### config.mk
export PLATFORM = sky130hd
export DESIGN_NAME = if_id_buffer
export DESIGN_NICKNAME = d
export VERILOG_FILES = /design/src/rtl/if_id_buffer.sv
export SDC_FILE = /design/constraint.sdc
export NUM_CORES = 1
export LEC_CHECK = 0
export CAP_MARGIN = 30
export CORE_ASPECT_RATIO = 0.9
export CORE_UTILIZATION = 48
export DETAILED_ROUTE_END_ITERATION = 10
export GPL_ROUTABILITY_DRIVEN = 0
export PLACE_DENSITY = 0.78
export SYNTH_ARGS = -nofsm -noshare
export SYNTH_HDL_FRONTEND = slang
export SYNTH_SLANG_ARGS = --single-unit
### constraint.sdc
create_clock -name i_clock -period 2.6 [get_ports i_clock]
set_input_delay 0.52 -clock i_clock [delete_from_list [all_inputs] [get_ports i_clock]]
set_output_delay 0.52 -clock i_clock [all_outputs]
set_load 0.02 [all_outputs]
### src/rtl/if_id_buffer.sv
// IF/ID pipeline buffer: a 2-entry in-order FIFO between fetch and decode.
// The head entry drives the outputs straight from registers. A HALT word stops
// fetch once decode has consumed it. A flush discards all buffered entries and
// cancels a HALT that has not been consumed yet.
//
// state     | meaning
// ----------+--------------------------------------------------------------
// RUN       | normal fetch; entries accepted while there is room
// HALT_PEND | HALT is buffered but not yet consumed; fetch is blocked
// DONE      | HALT has been delivered to decode; fetch stays stopped until reset
module if_id_buffer #(
  parameter int                N_BITS    = 32,
  parameter logic [N_BITS-1:0] HALT_CODE = 32'hFFFF_FFFF,
  parameter logic [N_BITS-1:0] NOP_CODE  = 32'h0000_0000
) (
  input  logic              i_clock,
  input  logic              i_reset,
  input  logic              i_valid,
  input  logic [N_BITS-1:0] i_pc,
  input  logic [N_BITS-1:0] i_pc_plus4,
  input  logic [N_BITS-1:0] i_instruction,
  output logic              o_ready,
  input  logic              i_ready,
  input  logic              i_flush,
  output logic              o_valid,
  output logic [N_BITS-1:0] o_pc,
  output logic [N_BITS-1:0] o_pc_plus4,
  output logic [N_BITS-1:0] o_instruction,
  output logic              o_halted
);

  typedef enum logic [1:0] {
    RUN       = 2'd0,
    HALT_PEND = 2'd1,
    DONE      = 2'd2
  } state_t;

  state_t            state_q;
  state_t            state_d;
  logic [1:0]        count_q;
  logic              started_q;
  logic [N_BITS-1:0] tail_pc_q;
  logic [N_BITS-1:0] tail_pc_plus4_q;
  logic [N_BITS-1:0] tail_instruction_q;
  logic              push;
  logic              pop;

  // o_ready comes only from registers so upstream PC enable has no
  // combinational path through i_ready/i_valid/i_flush. started_q holds it
  // low until the first edge after reset.
  assign o_ready  = started_q & (count_q != 2'd2) & (state_q == RUN);
  assign o_valid  = (count_q != 2'd0);
  assign o_halted = (state_q == DONE);
  assign push     = i_valid & o_ready;
  assign pop      = o_valid & i_ready;

  // Marks the first clock edge after reset release.
  always_ff @(posedge i_clock or negedge i_reset) begin
    if (!i_reset) begin
      started_q <= 1'b0;
    end else begin
      started_q <= 1'b1;
    end
  end

  // State register.
  always_ff @(posedge i_clock or negedge i_reset) begin
    if (!i_reset) begin
      state_q <= RUN;
    end else begin
      state_q <= state_d;
    end
  end

  // Next state. A flush discards the push or pop of the same cycle, so a HALT
  // carried by a flushed push never moves the machine.
  always_comb begin
    state_d = state_q;
    case (state_q)
      RUN: begin
        if (!i_flush && push && (i_instruction == HALT_CODE)) begin
          state_d = HALT_PEND;
        end
      end
      HALT_PEND: begin
        if (i_flush) begin
          state_d = RUN;
        end else if (pop && (o_instruction == HALT_CODE)) begin
          state_d = DONE;
        end
      end
      DONE: begin
        state_d = DONE;
      end
      default: begin
        state_d = RUN;
      end
    endcase
  end

  // FIFO storage. The head registers are the outputs. When the buffer empties,
  // the instruction shows NOP and the PC fields keep their last values.
  always_ff @(posedge i_clock or negedge i_reset) begin
    if (!i_reset) begin
      count_q            <= 2'd0;
      o_pc               <= '0;
      o_pc_plus4         <= '0;
      o_instruction      <= NOP_CODE;
      tail_pc_q          <= '0;
      tail_pc_plus4_q    <= '0;
      tail_instruction_q <= NOP_CODE;
    end else if (i_flush) begin
      count_q       <= 2'd0;
      o_instruction <= NOP_CODE;
    end else begin
      case (count_q)
        2'd0: begin
          if (push) begin
            o_pc          <= i_pc;
            o_pc_plus4    <= i_pc_plus4;
            o_instruction <= i_instruction;
            count_q       <= 2'd1;
          end
        end
        2'd1: begin
          if (push && pop) begin
            o_pc          <= i_pc;
            o_pc_plus4    <= i_pc_plus4;
            o_instruction <= i_instruction;
          end else if (pop) begin
            o_instruction <= NOP_CODE;
            count_q       <= 2'd0;
          end else if (push) begin
            tail_pc_q          <= i_pc;
            tail_pc_plus4_q    <= i_pc_plus4;
            tail_instruction_q <= i_instruction;
            count_q            <= 2'd2;
          end
        end
        2'd2: begin
          // Full: o_ready is low, so only a pop can happen here.
          if (pop) begin
            o_pc          <= tail_pc_q;
            o_pc_plus4    <= tail_pc_plus4_q;
            o_instruction <= tail_instruction_q;
            count_q       <= 2'd1;
          end
        end
        default: begin
          count_q <= 2'd0;
        end
      endcase
    end
  end

endmodule

==> reports/results.tsv <==
stage	metric	value	unit
layout	drive_gt1_frac	0.275	
global_routing	grt_pass1_vias	6598	
timing	hold_viol	0	
yosys	synth_nets	729	
floorplan	fp.dieH	133	microns
detailed_routing	wirelength	21600	microns
yosys	syn_area	9120	sq um
timing	setup_ws	0.114	ns
power_and_ir_drop	vdd_drop_max	0.560	mV
detailed_routing	drcViolationCount	0	
yosys	synth.area.top_cells	dfrtp_1 54%, mux2_2 13%, mux2_4 9.7%, mux2_1 7.4%, a221oi_1 3.1%	
clocking	cts.reportedPaths.clkPinSlew	0.07	ns
yosys	synthMostInstantiatedCell	dfrtp_1	
timing	rsz0062_at_grt	false	
yosys	avgSynthCellArea	14.6	sq um
timing	tns	0	ns
worst_setup_path	critPathMaxFanout	5	
clocking	clock_path_buffers	2	
yosys	yosys.area.top_type	dfrtp_1	
layout	diodes	0	
power_and_ir_drop	p_per_area	1000	nW/um^2
timing	max_freq	402	MHz
yosys	ys_top_cells_by_count	197 x dfrtp_1, 106 x mux2_2, 60 x mux2_1	
power_and_ir_drop	pwr-share-seq	0.422	
floorplan	core	18500	sq um
detailed_routing	drtPass1Iterations	4	
clocking	hold_buffers	0	
yosys	yosysWarnings	0	
power_and_ir_drop	netSwitchingFraction	0.326	
clocking	htreeDepth	4	
clocking	cts_sinks	197	
detailed_routing	ant_nets	0	
yosys	netlist.area_leader.share	0.540	
floorplan	die_area	19600	sq um
global_routing	grt_usage	0.230	
power_and_ir_drop	p_leak	5.18	nW
yosys	ys_types	39	
power_and_ir_drop	internal_power	8.10	mW
worst_setup_path	critical_path_class	flop to output pin	
outcome	outcome	finished, final reports clean	
power_and_ir_drop	p_comb_frac	0.373	
clocking	cts_tree	done	
worst_setup_path	start_kind	flop	
timing	tightest_slew	0.744	ns
placement	portBuffers	199	
placement	place_ws	0.124	ns
clocking	cts-root-buf	clkbuf_16	
floorplan	core.rowCount	47	
floorplan	start_util	0.492	
yosys	synth_async_sr_flop_share	1.00	
yosys	synth_seq_area_share	0.540	
yosys	synth_edf_count	0	
power_and_ir_drop	power.switching	3.91	mW
timing	fin_crit	2.49	ns
layout	final_nets	924	
timing	skew	0.0100	ns
job	maxCapViolCount	0	
worst_setup_path	crit_path_max_incr_delay	0.64	ns
worst_setup_path	critical_path.most_common_cell	inv_1	
global_routing	grt_max_degree	74	
worst_hold_path	min_path_type	input port to async pin	
timing	final_max_slew_viol_count	0	
global_routing	grt_pass1_wl	35000	microns
detailed_routing	drt_iter0_markers	302	
worst_setup_path	endpoint_kind	output pin	
yosys	synth_flop_cell	dfrtp_1	
timing	setup_viol	0	
timing	finalCritPeriodShare	0.956	
placement	hpwl	14400	microns
worst_setup_path	path_cells	inv_1, ha_1, inv_1, clkdlybuf4s50_1	
floorplan	pin_count	200	
timing	maxSlewHeadroom	0.504	
yosys	synthCells	624	
global_routing	gr-total-overflow	0	
layout	area_growth	31.5	%
detailed_routing	viasPerCell	5.60	
detailed_routing	via_count	6025	
floorplan	die_x	147	microns
detailed_routing	wl_per_cell	20.1	microns
clocking	cts_inserted_buffers	17	
yosys	ys_ff_latch	197	
worst_setup_path	slowest_stage	clkdlybuf4s50_1	
clocking	clock_latency	0.43	ns
power_and_ir_drop	p_clk_frac	0.205	
worst_setup_path	crit_arrival	1.97	ns
global_routing	antenna_found_initial	0	
worst_setup_path	required	2.08	ns
## layout by cell type (no fill, tap or decap), drive strengths merged, types with 2 or more instances in the layout
cell type	synthesis	routed
mux2	225	225
dfrtp	197	197
clkdlybuf4s50	0	197
nor2b	33	33
a221oi	33	33
o2bb2ai	32	32
buf	21	20
clkbuf	22	18
nand4	17	17
inv	5	13
nor2	6	6
nand2b	4	4
nor4	4	4
ha	4	4
clkinv	0	4
or3b	3	3
nand2	2	2
nor3	2	2
nand3	2	2
## state kept, by name, indices dropped and copies added, names as in the netlist
| register | count |
|---|---|
| count_q | 2 |
| tail_pc_q | 32 |
| o_pc | 32 |
| o_pc_plus4 | 32 |
| started_q | 1 |
| o_instruction | 32 |
| tail_instruction_q | 32 |
| tail_pc_plus4_q | 32 |
| state_q | 2 |
## through the flow
stage	total power [mW]	utilization	hold slack (ns)	cells	area [sq um]
after global routing	12.6	0.647	0.148	1075	12000
final	12.0	0.647	0.104	1075	12000
after CTS	12.1	0.647	0.120	1075	12000
after detailed placement	9.59	0.618	0.481	1045	11400
after global placement	9.34	0.618	0.473	1045	11400
after floorplan	7.55	-	0.224	624	9120
## per-layer routing
metal,vias up,part of all wire,track usage
li1,2720,-,-
met3,27,0.061,0.0603
met5,-,0,0
met2,197,0.49,0.375
met4,0,0.020,0.0819
met1,3081,0.43,0.296
## critical path: cells and delay by family (launching register included)
family | cells | cell delay [ns]
flops | 1 | 0.40
buf+inv | 3 | 0.87
fa+ha+maj | 1 | 0.27
## power groups by stage
stage | Sequential, mW | Combinational, mW | Clock, mW
4_1_cts | 5.05 | 4.53 | 2.53
6_report | 5.06 | 4.48 | 2.47
3_3_place_gp | 4.99 | 4.35 | 0
5_1_grt | 5.20 | 4.78 | 2.65
2_1_floorplan | 5.63 | 1.92 | 0
3_5_place_dp | 5.09 | 4.50 | 0
## repair_timing
action,4_1_cts,5_1_grt
setup endpoints to repair,1,0
setup buffers,0,0
resized for setup,2,0
hold endpoints to repair,0,0
## final timing paths
check	start	to	slack, ns	cells past startpoint
min in group i_clock	o_pc_plus4[24]	o_pc_plus4[24]	0.49	1
setup / recovery	count_q[0]	o_valid	0.11	4
max in group asynchronous	i_reset	o_instruction[4]	1.72	2
setup reg to reg	count_q[0]	o_instruction[26]	0.33	8
hold reg to reg	o_pc_plus4[24]	o_pc_plus4[24]	0.49	1
hold / removal	i_reset	o_pc_plus4[27]	0.10	1
## final cells by class
class                      count  area [sq um]
multi-input combinational    379          3980
tap                          245           307
inverter                       5          18.8
fill                        1333          6530
clock inverter                13           116
timing repair buffer         219          2220
clock buffer                  17           425
sequential                   197          4930
## cells by family (layout without fill, tap and decap cells)
family,after synthesis,after routing,share of synthesized area
buf+inv,48,254,0.0274
mux,225,225,0.302
fa+ha+maj,4,4,0.00549
simple gates,76,76,0.0546
flops,197,197,0.540
compound gates,73,73,0.0697
other cells,1,1,0.000411
Power figures use the tool's default switching activity.
